## config.mk

```make
export PLATFORM = sky130hd
export DESIGN_NAME = i2c_wr_arbiter
export DESIGN_NICKNAME = d
export VERILOG_FILES = /design/src/rtl/i2c_cfg_pkg.sv /design/src/rtl/i2c_wr_arbiter.sv
export SDC_FILE = /design/constraint.sdc
export NUM_CORES = 1
export LEC_CHECK = 0
export ABC_AREA = 0
export CORE_MARGIN = 5
export CORE_UTILIZATION = 45
export DETAILED_ROUTE_END_ITERATION = 8
export DONT_BUFFER_PORTS = 1
export SLEW_MARGIN = 10
export SYNTH_ARGS = -nofsm -noshare
export SYNTH_HDL_FRONTEND = slang
export SYNTH_SLANG_ARGS = --single-unit
```

## constraint.sdc

```tcl
create_clock -name clock_i2c -period 1.8 [get_ports clock_i2c]
set_clock_uncertainty 0.15 [all_clocks]
set_input_delay 0.36 -clock clock_i2c [delete_from_list [all_inputs] [get_ports clock_i2c]]
set_output_delay 0.36 -clock clock_i2c [all_outputs]
set_load 0.005 [all_outputs]
```

## src/rtl/i2c_cfg_pkg.sv

```systemverilog
// Shared definitions for the codec I2C configuration path: arbiter state
// encoding, the 24-bit write-word layout and default device addresses.
package i2c_cfg_pkg;

  typedef enum logic [1:0] {
    ST_IDLE = 2'd0,
    ST_WAIT = 2'd1,
    ST_GAP  = 2'd2
  } state_t;

  // Write word = {dev_addr, reg_addr, reg_data}, one byte each
  localparam int WORD_W   = 24;
  localparam int FIELD_W  = 8;
  localparam int DEV_LSB  = 16;
  localparam int REG_LSB  = 8;
  localparam int DATA_LSB = 0;

  localparam logic [FIELD_W-1:0] ADC_DEV_ADDR = 8'h20;

  // Assemble a write word from its three fields
  function automatic logic [WORD_W-1:0] make_wr_word(
    input logic [FIELD_W-1:0] dev,
    input logic [FIELD_W-1:0] rega,
    input logic [FIELD_W-1:0] dat
  );
    logic [WORD_W-1:0] w;
    w = '0;
    w[DEV_LSB  +: FIELD_W] = dev;
    w[REG_LSB  +: FIELD_W] = rega;
    w[DATA_LSB +: FIELD_W] = dat;
    return w;
  endfunction

  // 8-bit counter increment that sticks at 255
  function automatic logic [7:0] sat_inc8(input logic [7:0] v);
    return (v == 8'hFF) ? v : v + 8'd1;
  endfunction

endpackage

```

## src/rtl/i2c_wr_arbiter.sv

```systemverilog
// Two-port arbiter in front of the single 3-byte I2C write engine.
// Port 0 is the power-up register sequencer, port 1 the runtime updater.
// Handles NACK retries, hang timeout and the idle gap between writes.
module i2c_wr_arbiter
  import i2c_cfg_pkg::*;
#(
  parameter int MAX_RETRY   = 2,
  parameter int TIMEOUT_CYC = 4096,
  parameter int GAP_CYC     = 4,
  parameter int RR_MODE     = 0
) (
  input  logic              clock_i2c,
  input  logic              rst,
  input  logic              req0,
  input  logic [WORD_W-1:0] wdata0,
  output logic              done0,
  output logic              err0,
  input  logic              req1,
  input  logic [WORD_W-1:0] wdata1,
  output logic              done1,
  output logic              err1,
  output logic              start,
  output logic [WORD_W-1:0] i2c_data,
  input  logic              tr_end,
  input  logic              ack,
  output logic              busy,
  output logic              timeout_flag,
  output logic [7:0]        nack_cnt
);

  localparam int TMR_W = (TIMEOUT_CYC > 1) ? $clog2(TIMEOUT_CYC) : 1;
  localparam logic [TMR_W-1:0] TMR_LAST = TMR_W'(TIMEOUT_CYC - 1);
  localparam int GAP_W = $clog2(GAP_CYC);
  localparam logic [GAP_W-1:0] GAP_LAST = GAP_W'(GAP_CYC - 1);
  localparam logic [2:0] RETRY_MAX = 3'(MAX_RETRY);

  state_t           state;
  logic             owner;       // 0 = port 0, 1 = port 1
  logic             rr_last;     // port whose write finished most recently
  logic             retry_pend;
  logic [2:0]       retry_cnt;
  logic [TMR_W-1:0] timer;
  logic [GAP_W-1:0] gap_cnt;
  logic             any_req;
  logic             pick1;

  assign busy = (state != ST_IDLE);

  // Grant decision for the IDLE state: fixed priority or alternate on ties
  always_comb begin
    any_req = req0 | req1;
    if (RR_MODE == 0) pick1 = ~req0;
    else              pick1 = req1 & (~req0 | ~rr_last);
  end

  // Arbiter FSM: grant, watch the engine, retry/abort, enforce idle gap
  always_ff @(posedge clock_i2c) begin
    if (rst) begin
      state        <= ST_IDLE;
      owner        <= 1'b0;
      rr_last      <= 1'b1;
      retry_pend   <= 1'b0;
      retry_cnt    <= '0;
      timer        <= '0;
      gap_cnt      <= '0;
      start        <= 1'b0;
      i2c_data     <= '0;
      done0        <= 1'b0;
      done1        <= 1'b0;
      err0         <= 1'b0;
      err1         <= 1'b0;
      timeout_flag <= 1'b0;
      nack_cnt     <= '0;
    end else begin
      done0 <= 1'b0;
      done1 <= 1'b0;
      err0  <= 1'b0;
      err1  <= 1'b0;
      case (state)
        ST_IDLE: begin
          if (any_req) begin
            owner      <= pick1;
            i2c_data   <= pick1 ? wdata1 : wdata0;
            start      <= 1'b1;
            retry_cnt  <= '0;
            retry_pend <= 1'b0;
            timer      <= '0;
            state      <= ST_WAIT;
          end
        end
        ST_WAIT: begin
          timer <= timer + 1'b1;
          if (tr_end) begin
            // A completion seen on the last timer cycle still counts as tr_end
            start   <= 1'b0;
            gap_cnt <= '0;
            state   <= ST_GAP;
            if (ack) begin
              retry_pend <= 1'b0;
              rr_last    <= owner;
              if (owner) done1 <= 1'b1;
              else       done0 <= 1'b1;
            end else begin
              nack_cnt <= sat_inc8(nack_cnt);
              if (retry_cnt < RETRY_MAX) begin
                retry_cnt  <= retry_cnt + 1'b1;
                retry_pend <= 1'b1;
              end else begin
                retry_pend <= 1'b0;
                rr_last    <= owner;
                if (owner) begin done1 <= 1'b1; err1 <= 1'b1; end
                else       begin done0 <= 1'b1; err0 <= 1'b1; end
              end
            end
          end else if (timer == TMR_LAST) begin
            // Engine hung: abort without retrying
            start        <= 1'b0;
            gap_cnt      <= '0;
            state        <= ST_GAP;
            retry_pend   <= 1'b0;
            timeout_flag <= 1'b1;
            rr_last      <= owner;
            if (owner) begin done1 <= 1'b1; err1 <= 1'b1; end
            else       begin done0 <= 1'b1; err0 <= 1'b1; end
          end
        end
        ST_GAP: begin
          if (gap_cnt == GAP_LAST) begin
            if (retry_pend) begin
              start      <= 1'b1;
              timer      <= '0;
              retry_pend <= 1'b0;
              state      <= ST_WAIT;
            end else begin
              state <= ST_IDLE;
            end
          end else begin
            gap_cnt <= gap_cnt + 1'b1;
          end
        end
        default: state <= ST_IDLE;
      endcase
    end
  end

endmodule

```

==> results of run 1 <==
## power breakdown
part           switching, mW  internal, mW  total, mW
registers             0.0716          1.40       1.47
clock network          0.503         0.670       1.17
logic                  0.199         0.171      0.369
total                  0.773          2.24       3.01
## per-stage QoR
step / setup WS, ns / TNS, ns
2_1_floorplan: 0.0523 / 0
5_1_grt: -0.0251 / -0.0317
6_report: 0.0867 / 0
4_1_cts: 0.0202 / 0
3_3_place_gp: 0.0426 / 0
3_5_place_dp: -0.00471 / -0.00471
## state kept, by name (all words and copies together) (netlist names), 2 cells and up
| register | flops |
|---|---|
| i2c_data | 24 |
| state | 2 |
| retry_cnt | 3 |
| nack_cnt | 8 |
| timer | 12 |
| gap_cnt | 2 |
## kinds of logic after synthesis
kind of cell,Yosys count
fa+ha+maj,4
buf+inv,22
xor+xnor,7
simple gates,112
mux,28
flops,59
compound gates,69
## layout by cell type (no fill, tap or decap), types with 3 or more instances in the layout
cell type	Yosys	routed
clkbuf_8	0	10
ha_1	4	3
clkinv_2	0	3
or3_1	6	6
and2_1	4	4
nand4_1	7	7
xnor2_1	5	5
nand2b_1	5	5
nand3b_1	3	3
dfxtp_2	0	3
nor2_1	47	46
nor3b_1	3	3
nand2_1	11	11
mux2i_1	28	28
a211oi_1	28	28
dfxtp_1	59	56
o31ai_1	3	3
buf_4	1	19
o21ai_0	7	7
nand3_1	7	7
a21oi_1	15	15
## worst max-delay path: cells and delay by family (launching register included)
family / cells / cell delay, ns
adders and majority gates: 1 / 0.15
AOI/OAI and AO/OA: 2 / 0.38
and+or+nand+nor: 2 / 0.60
DFF: 1 / 0.36
## routing by layer
metal | vias to the layer above | GRT usage | wire (um)
met2 | 79 | 0.260 | 2930
met3 | 4 | 0.0489 | 557
met5 | - | 0 | 0
met1 | 1002 | 0.200 | 2730
met4 | 0 | 0.0769 | 57
li1 | 1143 | - | -
## final cells by class
class / count / area [um2]
clock inverters: 5 / 52.6
flip-flops and latches: 59 / 1180
repair buffers: 23 / 199
inverters: 3 / 11.3
multi-input cells: 220 / 1500
fillers: 582 / 2740
well taps: 75 / 93.8
clock buffers: 11 / 141
## timing repair
| action | CTS | global route |
|---|---|---|
| endpoints found under the setup margin | 3 | 32 |
| pin swaps | 1 | 0 |
| hold endpoints to repair | 39 | 0 |
| gates resized for setup | 2 | 9 |
| hold buffers | 2 | 0 |
## how the worst max path moves through the flow
stage                           from       end  slack, ns  cells after the start
after floorplan           gap_cnt[0]  timer[8]       0.05                      5
after global placement    gap_cnt[0]  timer[8]       0.04                      5
after detailed placement  gap_cnt[0]  timer[8]     -0.005                      5
after CTS                 gap_cnt[0]  timer[8]       0.02                      5
after global routing        timer[1]      err0      -0.03                      5
final                     gap_cnt[0]  timer[8]       0.09                      5
==> flow_summary.ini, run 1 <==
[run_status]
outcome = finished clean

[synthesis]
synth_area_leader_cell = dfxtp_1
synth_top_area_share = 0.430
netlist_instances = 301
synth-xor-area-share = 0.0223
yosysUniqueCellTypes = 53
synthAdderAreaFrac = 0.0182
synth_most_common_cell = dfxtp_1
syn_avg_cell_area_um2 = 9.12
synth_top_family_by_area = simple AND/OR/NAND/NOR gates
synth_compound_area_frac = 0.174
yosysSeqAreaShare = 0.430
ys_seq_elements = 59
synthSimpleGateAreaFrac = 0.216
synth_warnings = 0
synth.area.top_cells = dfxtp_1 43%, mux2i_1 10%, a211oi_1 7.7%
syn-cell-area_um2 = 2750
muxShareOfSynthArea = 0.102
synth_commonest_cells = 59 x dfxtp_1, 47 x nor2_1, 28 x a211oi_1, 28 x mux2i_1, 15 x a21oi_1
synth_edf_count = 0
synthFlopType = dfxtp_1
syn_nets = 359
async_flop_share = 0

[place]
dp_cells = 378
gp_congestion = 0.776
hpwl_um = 4510
port_buffers = 0
post_dp_cell_area_um2 = 2920

[route]
route.detailed.drc = 0
drtIter0Drc = 81
num_vias = 2228
antenna_left = 0
finalWirelength_um = 6280
first_pass_iters = 4
avgRoutedWirePerCell_um = 15.8
viasPerCell = 5.63

[floorplan]
io_pins = 93
dieHeight_um = 88.1
fp.coreArea_um2 = 5920
start_util = 0.464
dieArea_um2 = 7770
fp.dieW_um = 88.1
row_count = 28

[global_routing]
grt_pass1_vias = 2149
grt_antenna_before_repair = 0
overflow = 0
grt_max_degree = 40
grt_pass1_wl_um = 9840
grtUsageTotal = 0.163

[timing]
hold_slack_ns = 0.0635
worst_pin_slew_ns = 0.526
rsz0062_at_grt = yes
hold_viol = 0
finalCritPeriodShare = 0.952
relSlewSlack = 0.647
fmax_mhz = 584
finalSetupViolations = 0
drv_slew = 0
period_needed_ns = 1.71

[clock_network]
clk_latency_ns = 0.33
cts_max_path_buffers = 2
clock-sinks = 59
cts_tree = yes
cts_inserted_buffers = 9
clock_tree.root_cell = clkbuf_8
post_cts_buffers = 0
htreeDepth = 3
clkTransAtPathRegs_ns = 0.06

[worst_hold_path]
hp-start = tr_end
min_path_type = in2reg
min_delay_path_depth = 2
hold_end = retry_pend

[worst_setup_path]
cp_slowest_cell = or4_1
rr_worst_depth = 5
critPathKind = reg2reg
critPathArrivalTime_ns = 1.82
max_stage_delay_ns = 0.51
ff2ff_setup_slack_ns = 0.09
crit_path_max_fanout = 5
path_cells = ha_4 -> nand3b_4 -> a21o_1 -> or4_1 -> a21oi_1
rr_endpoint = timer[8]
required_ns = 1.91
critPathLaunchType = flip-flop
rr_startpoint = gap_cnt[0]
end_kind = flip-flop

[final_layout]
fin_util = 0.538
nNetsFinal = 374
instances_no_fill = 396
drive_gt1_frac = 0.168
antenna-diode-count = 0
design_area_um2 = 3190
areaGrowthSynthToFinish_pct = 16.0

[power]
powerDensity_nw_per_um2 = 945
p_leak_nw = 1.27
ir_worst_vdd_mv = 0.533
total_power_mw = 3.01

[run]
cap_viol_max_count = 0
(Power assumes the default switching activity.)
==> run 2: changes to the inputs <==
--- a/config.mk
+++ b/config.mk
@@ -7,3 +7,2 @@
 export LEC_CHECK = 0
-export ABC_AREA = 0
 export CORE_MARGIN = 5
==> constraint.sdc (replaced) <==
create_clock -name clock_i2c -period 1.8 [get_ports clock_i2c]
set_clock_uncertainty 0.15 [all_clocks]
set_input_delay 0.45 -clock clock_i2c [delete_from_list [all_inputs] [get_ports clock_i2c]]
set_output_delay 0.45 -clock clock_i2c [all_outputs]
set_load 0.005 [all_outputs]
==> run 2 against run 1 <==
Worst hold slack got worse by 0.037 ns. Clock-buffer cell count is the same. Design area grew 2.2%. Worst setup slack improved by 0.020 ns. Clock power increased by 15%. Utilization up 1.2 points. Global-route usage up 0.63 points. Total power rose by 6.6%. First-iteration DRC count rose by 37%. Critical endpoint unchanged.
==> flow_summary.ini, run 2 (synthesis gave the netlist of run 1 again) <==
[run_status]
outcome = finished clean

[final_layout]
reg_top3 = i2c_data x24, timer x12, nack_cnt x8
instances_no_fill = 398
fill_cells = 566
layout_commonest_cell = dfxtp_1
largest_reg_flops = 24
seq_area_um2 = 1190
areaGrowthSynthToFinish_pct = 18.5
design_area_um2 = 3260
nNetsFinal = 377
regMostFlops = i2c_data
antenna-diode-count = 0
most-common-layout-cells = 55 x dfxtp_1, 46 x nor2_1, 28 x mux2i_1
drive_gt1_frac = 0.180
multiInputGateArea_um2 = 1510

[timing]
hold_viol = 0
period_needed_ns = 1.69
fmax_mhz = 591
finalCritPeriodShare = 0.941
finalSetupViolations = 0
worst_pin_slew_ns = 0.402
worst_slack_ns = 0.107
relSlewSlack = 0.730
drv_slew = 0
rsz0062_at_grt = no

[power]
powerDensity_nw_per_um2 = 985
p_leak_nw = 1.31
total_power_mw = 3.21
ir_worst_vdd_mv = 0.444

[route]
finalWirelength_um = 6460
route.detailed.drc = 0
avgRoutedWirePerCell_um = 16.2
viasPerCell = 5.69
first_pass_iters = 4
antenna_left = 0
drtIter0Drc = 111
num_vias = 2263

[global_routing]
grt_pass1_vias = 2219
grt_antenna_before_repair = 0
grt_pass1_wl_um = 10100
grtUsageTotal = 0.169
overflow = 0
grt_max_degree = 45

[clock_network]
cts_tree = yes
clkTransAtPathRegs_ns = 0.06
cts_max_path_buffers = 2
htreeDepth = 3
clk_latency_ns = 0.33
clock-sinks = 59
cts_inserted_buffers = 9
clock_tree.root_cell = clkbuf_8

[worst_setup_path]
end_kind = flip-flop
critPathLaunchType = flip-flop
critPathArrivalTime_ns = 1.80
critPathKind = reg2reg
crit_path_max_fanout = 5
rr_worst_depth = 5
required_ns = 1.91

[floorplan]
row_count = 28
fp.dieW_um = 88.1
fp.coreArea_um2 = 5920
dieHeight_um = 88.1
io_pins = 93
dieArea_um2 = 7770
start_util = 0.464

[place]
hpwl_um = 4530
post_dp_cell_area_um2 = 2940
gp_congestion = 0.853
port_buffers = 0
dp_cells = 380
dp_slack_ns = -0.00472

[run]
cap_viol_max_count = 0

[worst_hold_path]
min_delay_path_depth = 1
min_path_type = in2reg
run 2: critical path, stage by stage, from the launching register on:
cell and delay, ns:
dfxtp_2 0.35, ha_4 0.15, nand3b_4 0.10, a21o_1 0.22
or4_1 0.50, a21oi_1 0.14
run 2: final timing paths:
kind               to  slack [ns]  startpoint
max          timer[8]        0.11  gap_cnt[1]
min reg2reg  timer[9]        0.33    timer[9]
max reg2reg  timer[8]        0.11  gap_cnt[1]
min          state[1]        0.03         rst
run 2: what timing repair did:
item / CTS / global route
buffers inserted: 0 / 1
gates resized for setup: 2 / 10
endpoints found under the setup margin: 2 / 15
hold endpoints to repair: 0 / 1
pin swaps: 0 / 4
hold buffers: 0 / 1
cloned: 0 / 1
run 2: layout make-up:
class                      count  share of cell area
tap                           75              0.0288
sequential                    59               0.364
clock inverter                 4              0.0227
multi-input combinational    220               0.464
inverter                       3             0.00346
timing repair buffer          26              0.0699
clock buffer                  11              0.0465
run 2: per-stage QoR:
step	util	hold WS [ns]	setup TNS, ns
floorplan	-	0.290	0
global route	0.550	0.00815	0
CTS	0.537	0.0121	0
finish	0.550	0.0264	0
detailed placement	0.497	0.318	-0.00472
global placement	0.497	0.309	0
run 2: per-layer routing:
metal  global-route usage  share of wire  vias up
met2                0.268           0.47       71
met5                    0              0        -
met4               0.0810          0.015        0
met1                0.198           0.44     1048
li1                     -              -     1137
met3               0.0696          0.079        7
run 2: power breakdown:
| group | internal [mW] | leakage [nW] | switching [mW] |
|---|---|---|---|
| sequential | 1.40 | 0.484 | 0.0734 |
| combinational | 0.189 | 0.706 | 0.197 |
| clock | 0.847 | 0.115 | 0.504 |
| total | 2.43 | 1.31 | 0.774 |
==> variant 1 (flow settings as in run 1) <==
Change the parameter `RR_MODE` from 0 to 1.
--- a/src/rtl/i2c_wr_arbiter.sv
+++ b/src/rtl/i2c_wr_arbiter.sv
@@ -7,7 +7,7 @@
   parameter int MAX_RETRY   = 2,
   parameter int TIMEOUT_CYC = 4096,
   parameter int GAP_CYC     = 4,
-  parameter int RR_MODE     = 0
+  parameter int RR_MODE     = 1
 ) (
   input  logic              clock_i2c,
   input  logic              rst,
Check against the original RTL: not equivalent (a bounded check fails within 10 cycles, from zero or initial values and one cycle with rst high).
==> variant 1 against run 1 <==
- critical path depth unchanged
- sequential cell count increased by 1
- wire length fell by 2.2%
- setup slack gained 0.012 ns
- final area rose by 2.3%
- power increased by 8.1%
- synthesized area grew 2.1%
- critical path type unchanged
- largest cell class unchanged
- highest routed layer unchanged
==> variant 1: results (changes against run 1) <==
Drt
  – Final WL: 6141 um (was 6276 um)
  – Vias/cell: 5.547 (was 5.626)
  – DR WL/cell: 15.55 um (was 15.85 um)
  – 1st-iter DRT viols: 49 (was 81)
  – Drc violations: 0 (unchanged)

Yosys
  – Synth area leaders: dfxtp_1 43%, mux2i_1 11%, a211oi_1 7.8% (was dfxtp_1 43%, mux2i_1 10%, a211oi_1 7.7%)
  – Post-Syn Instances: 304 (was 301)
  – Most common library cells after synthesis: 60 x dfxtp_1, 50 x nor2_1, 32 x mux2i_1, 29 x a211oi_1, 13 x nand2_1 (was 59 x dfxtp_1, 47 x nor2_1, 28 x a211oi_1, 28 x mux2i_1, 15 x a21oi_1)
  – Compound-Gate Fraction of Synth Area: 15.22% (was 17.45%)
  – Post-synthesis cell type count: 47 (was 53)
  – Adder-Cell Fraction of Synth Area: 1.786% (was 1.822%)
  – Mux contribution to synthesized area: 11.43% (was 10.21%)
  – Sequential fraction of the synthesis area: 42.86% (was 43.01%)
  – Synthesis Warnings: 0 (unchanged)
  – Synth Area in XOR/XNOR: 3.750% (was 2.232%)
  – Net Count, Synth: 362 (was 359)

Power
  – VDD IR-drop max: 0.0008080 V (was 0.0005332 V)
  – LEAKAGE: 1.262 nW (was 1.269 nW)

Global routing
  – Vias in the first global route: 2,166 (was 2,149)
  – All-layer global routing usage: 15.81% (was 16.26%)
  – Largest net degree at the start of global routing: 45 (was 40)
  – First-pass GRT wire length: 9756 um (was 9839 um)

Critical path
  – CP max FO: 7 (was 5)

Final layout
  – Share of cells above drive strength 1: 16.25% (was 16.82%)
  – Fin nets: 373 (was 374)
  – Top flop regs: i2c_data x24, timer x12, nack_cnt x8 (unchanged)
  – # fillers: 544 (was 582)

Clock network
  – Skew-Pair Late Insertion Delay: 0.33 ns (about the same)
  – Worst-path clk slew: 0.07 ns
  – Clock buffer depth: 2 (unchanged)
  – Root buffer cell: clkbuf_8 (unchanged)

Timing
  – Slew HR: 69.31% (was 64.66%)

Placed design
  – Placed cell count: 377 (was 378)
  – Final estimated routing congestion in global placement: 0.8160 (was 0.7763)
  – Post-DP HPWL: 4455 um (was 4510 um)

Run status
  – Status: finished clean (unchanged)
-- variant 1: changes by cell type in the layout (fill, tap and decap cells not counted), sizes merged, moves of 3 or more --
cell   change
a21oi      -6
nor3       +6
mux2i      +4
or3        -4
buf        -3
o21ai      -3
xor2       +3
-- variant 1: layer usage --
layer / routed length [um] / part of all wire, % / up-vias / track usage (%)
met5: 0 / 0 / - / 0
met3: 489 / 8.0 / 8 / 5.622
met1: 2621 / 43 / 986 / 18.49
li1: - / - / 1117 / -
met4: 27 / 0.44 / 0 / 6.044
met2: 3003 / 49 / 80 / 26.52
-- variant 1: critical path: cells and delay by family, from the launching register on --
family | cells | cell delay (ns)
simple gates | 2 | 0.63
flops | 1 | 0.36
fa+ha+maj | 1 | 0.16
compound gates | 2 | 0.35
-- variant 1: per-stage QoR --
| stage | power [mW] | instance area [sq um] | worst slack [ns] | setup TNS (ns) | util (%) |
|---|---|---|---|---|---|
| after floorplan | 1.812 | 2803 | 0.07326 | 0 | - |
| after global placement | 1.897 | 2953 | 0.04536 | 0 | 49.29 |
| after detailed placement | 1.902 | 2953 | -0.01259 | -0.01318 | 49.29 |
| after CTS | 3.282 | 3204 | 0.004387 | 0 | 53.49 |
| after global routing | 3.415 | 3259 | 0.003216 | 0 | 54.41 |
| final | 3.251 | 3259 | 0.09899 | 0 | 54.41 |
-- variant 1: what timing repair did --
action,CTS,global route
endpoints found under the setup margin,3,20
buffers inserted,0,1
hold endpoints to repair,44,0
hold buffers,1,0
gates resized for setup,2,14
-- variant 1: area by class of cell --
type	count	share of cell area [%]
multi-input cells	222	47.60
clock inverters	6	2.687
well taps	75	2.879
repair buffers	19	5.259
clock buffers	10	4.223
inverters	3	0.3455
flip-flops and latches	60	37.01
-- variant 1: where the power goes --
part           switching (mW)  internal, mW  total (mW)
logic                   0.219         0.182       0.401
registers              0.0778          1.42        1.50
clock network           0.539         0.814        1.35
-- variant 1: worst paths after layout --
kind                                  end  slack (ns)        from  cells past startpoint
worst max-delay path            timer[10]         0.1  gap_cnt[0]                      5
worst min-delay path              rr_last        0.05         rst                      2
worst max register to register  timer[10]         0.1  gap_cnt[0]                      5
worst min register to register   timer[9]        0.34    timer[9]                      2
-- variant 1: cells by family after synthesis --
kind of cell / count (synthesis)
buffers and inverters: 22
xor gates and xnor gates: 12
DFF: 60
and+or+nand+nor: 114
muxes: 32
adders and majority gates: 4
AOI/OAI and AO/OA: 60
==> variant 2 (flow settings as in run 1) <==
Made on the original files. Encoding of `state_t`: now one-hot (3 bits for 3 states).
--- a/src/rtl/i2c_cfg_pkg.sv
+++ b/src/rtl/i2c_cfg_pkg.sv
@@ -2,10 +2,10 @@
 // encoding, the 24-bit write-word layout and default device addresses.
 package i2c_cfg_pkg;
 
-  typedef enum logic [1:0] {
-    ST_IDLE = 2'd0,
-    ST_WAIT = 2'd1,
-    ST_GAP  = 2'd2
+  typedef enum logic [2:0] {
+    ST_IDLE = 3'b001,
+    ST_WAIT = 3'b010,
+    ST_GAP  = 3'b100
   } state_t;
 
   // Write word = {dev_addr, reg_addr, reg_data}, one byte each
Function: same outputs for any inputs over 10 cycles, from zero or initial values and one cycle with rst high; not proved beyond that.
==> variant 2 against run 1 <==
- sequential cell count grew 1
- final area grew 13%
- synthesized cell count grew 6.6%
- setup slack lost 0.057 ns
- wire length grew 10%
- count of clock-buffer cells in the layout grew 1
- synthesized area grew 7.2%
- cell count grew 8.1%
- non-clock buffer count grew 11
Power is not compared: it rests on default switching activity, and its combinational part moved more than twofold at a synthesized area within 25%.
==> variant 2: results (changes against run 1) <==
Run status
  – Status: finished clean (unchanged)

Critical path
  – Reg-to-reg slack, setup: 0.03 ns (was 0.09 ns)
  – Reg-to-reg startpoint: gap_cnt[1] (was gap_cnt[0])
  – CP max FO: 9 (was 5)
  – Cell family with most CP delay: simple AND/OR/NAND/NOR gates (unchanged)
  – Slowest CP cell: or3b_4 (was or4_1)
  – Startpoint types: flip-flop (unchanged)
  – FF-to-FF path depth: 6 (was 5)
  – Largest stage delay on the critical path: 0.38 ns (was 0.51 ns)
  – FF-to-FF End: timer[7] (was timer[8])
  – Arrival @ worst endpoint: 1.83 ns

Final layout
  – Fin nets: 404 (was 374)
  – Share of cells above drive strength 1: 24.50% (was 16.82%)
  – Top flop regs: i2c_data x24, timer x12, nack_cnt x8 (unchanged)
  – # fillers: 586 (was 582)
  – Antenna cells: 0 (unchanged)

Placed design
  – Port buffer count: 0 (unchanged)
  – Post-DP HPWL: 4661 um (was 4510 um)
  – Pre-CTS WS: -0.07111 ns (was -0.004705 ns)
  – Final estimated routing congestion in global placement: 0.7838 (was 0.7763)

Power
  – LEAKAGE: 1.314 nW
  – VDD IR-drop max: 0.0009440 V
  – Switching share of power: 33.79%

Global routing
  – All-layer global routing usage: 15.54% (was 16.26%)
  – Largest net degree at the start of global routing: 44 (was 40)
  – Initial antenna violation count: 0 (unchanged)
  – Vias in the first global route: 2,187 (was 2,149)
  – First-pass GRT wire length: 10,590 um (was 9839 um)

Yosys
  – Top FF cell, synth: dfxtp_1 (unchanged)
  – Synthesis Warnings: 0 (unchanged)
  – Synth area leaders: dfxtp_1 41%, mux2i_1 11%, a211oi_1 7.4% (was dfxtp_1 43%, mux2i_1 10%, a211oi_1 7.7%)
  – Post-synthesis async set-or-reset flop share: 0% (unchanged)
  – Post-synthesis cell type count: 49 (was 53)
  – Net Count, Synth: 379 (was 359)
  – Most common library cells after synthesis: 60 x dfxtp_1, 37 x nor2_1, 33 x mux2i_1, 29 x a211oi_1 (was 59 x dfxtp_1, 47 x nor2_1, 28 x a211oi_1, 28 x mux2i_1, 15 x a21oi_1)
  – Sequential fraction of the synthesis area: 40.78% (was 43.01%)

Timing
  – Measured slew at the worst slew-check pin: 0.4953 ns (was 0.5257 ns)

Clock network
  – Worst-path clk slew: 0.07 ns
  – Skew-Pair Late Insertion Delay: 0.33 ns (about the same)
  – Clock buffer depth: 2 (unchanged)
  – H-tree depth: 3 (unchanged)
  – CTS buffer count: 9 (unchanged)
  – Root buffer cell: clkbuf_8 (unchanged)

Drt
  – Drc violations: 0 (unchanged)
  – Via count: 2,456 (was 2,228)
  – DR pass1 iterations: 4 (unchanged)
  – 1st-iter DRT viols: 57 (was 81)
  – Final WL: 6904 um (was 6276 um)

Min path
  – WHS Endpoint: state[2] (was retry_pend)
  – Hold Path Stages: 2 (unchanged)
  – Worst hold-check path type: primary input to flip-flop (unchanged)
  – Hold Path Origin: rst (was tr_end)
variant 2: metrics by stage:
stage / instance area (sq um) / utilization (%) / hold WS [ns] / cells / power, mW
global placement: 3100 / 48.83 / 0.2866 / 399 / 3.249
floorplan: 2948 / - / 0.2927 / 321 / 2.915
finish: 3592 / 56.57 / 0.03982 / 428 / 4.864
global route: 3592 / 56.57 / 0.03449 / 428 / 5.202
detailed placement: 3100 / 48.83 / 0.2885 / 399 / 3.268
CTS: 3387 / 53.34 / 0.01421 / 417 / 4.686
variant 2: cells by family (layout without fill, tap and decap cells):
| family | Yosys count | after routing | synth area share [%] |
|---|---|---|---|
| AO/OA/AOI/OAI | 69 | 69 | 16.57 |
| XOR/XNOR | 2 | 2 | 0.5948 |
| adder cells (fa/ha/maj) | 4 | 4 | 1.699 |
| buffers and inverters | 27 | 57 | 5.182 |
| flip-flops | 60 | 60 | 40.78 |
| multiplexers | 34 | 34 | 11.60 |
| AND/OR/NAND/NOR | 125 | 125 | 23.58 |
variant 2: metal layers:
layer,up-vias,GRT usage (%),wire (um)
li1,1238,-,-
met1,1145,18.49,2863
met2,63,25.12,3503
met3,10,6.417,455
met4,0,5.746,81
met5,-,0,0
variant 2: worst max-delay path by stage:
stage / startpoint / endpoint / slack, ns
6_report: gap_cnt[1] / timer[7] / 0.03
5_1_grt: state[0] / timer[9] / -0.05
4_1_cts: gap_cnt[0] / gap_cnt[0] / -0.009
3_5_place_dp: state[1] / timer[11] / -0.07
3_3_place_gp: state[0] / gap_cnt[0] / -0.07
2_1_floorplan: req0 / timer[8] / -0.01
variant 2: final cells by class:
class | instances | area [sq um] | share of cell area [%]
Timing Repair Buffer | 34 | 327.8 | 9.126
Tap cell | 77 | 96.34 | 2.682
Sequential cell | 60 | 1215 | 33.82
Inverter | 7 | 26.28 | 0.7315
Clock inverter | 4 | 72.57 | 2.020
Multi-Input combinational cell | 234 | 1709 | 47.58
Clock buffer | 12 | 145.1 | 4.040
variant 2: power by group through the flow:
stage	combinational, mW	sequential, mW	clock [mW]
after floorplan	1.13	1.78	0
after global placement	1.38	1.87	0
after detailed placement	1.39	1.88	0
after CTS	1.47	1.85	1.37
after global routing	1.86	1.90	1.44
final	1.67	1.86	1.33
variant 2: timing repair:
| item | CTS | global route |
|---|---|---|
| pin swaps | 0 | 9 |
| gates resized for setup | 10 | 23 |
| cloned | 0 | 2 |
| setup endpoints to repair | 22 | 43 |
| hold buffers | 2 | 0 |
| buffers inserted | 0 | 9 |
| endpoints found under the hold margin | 43 | 0 |
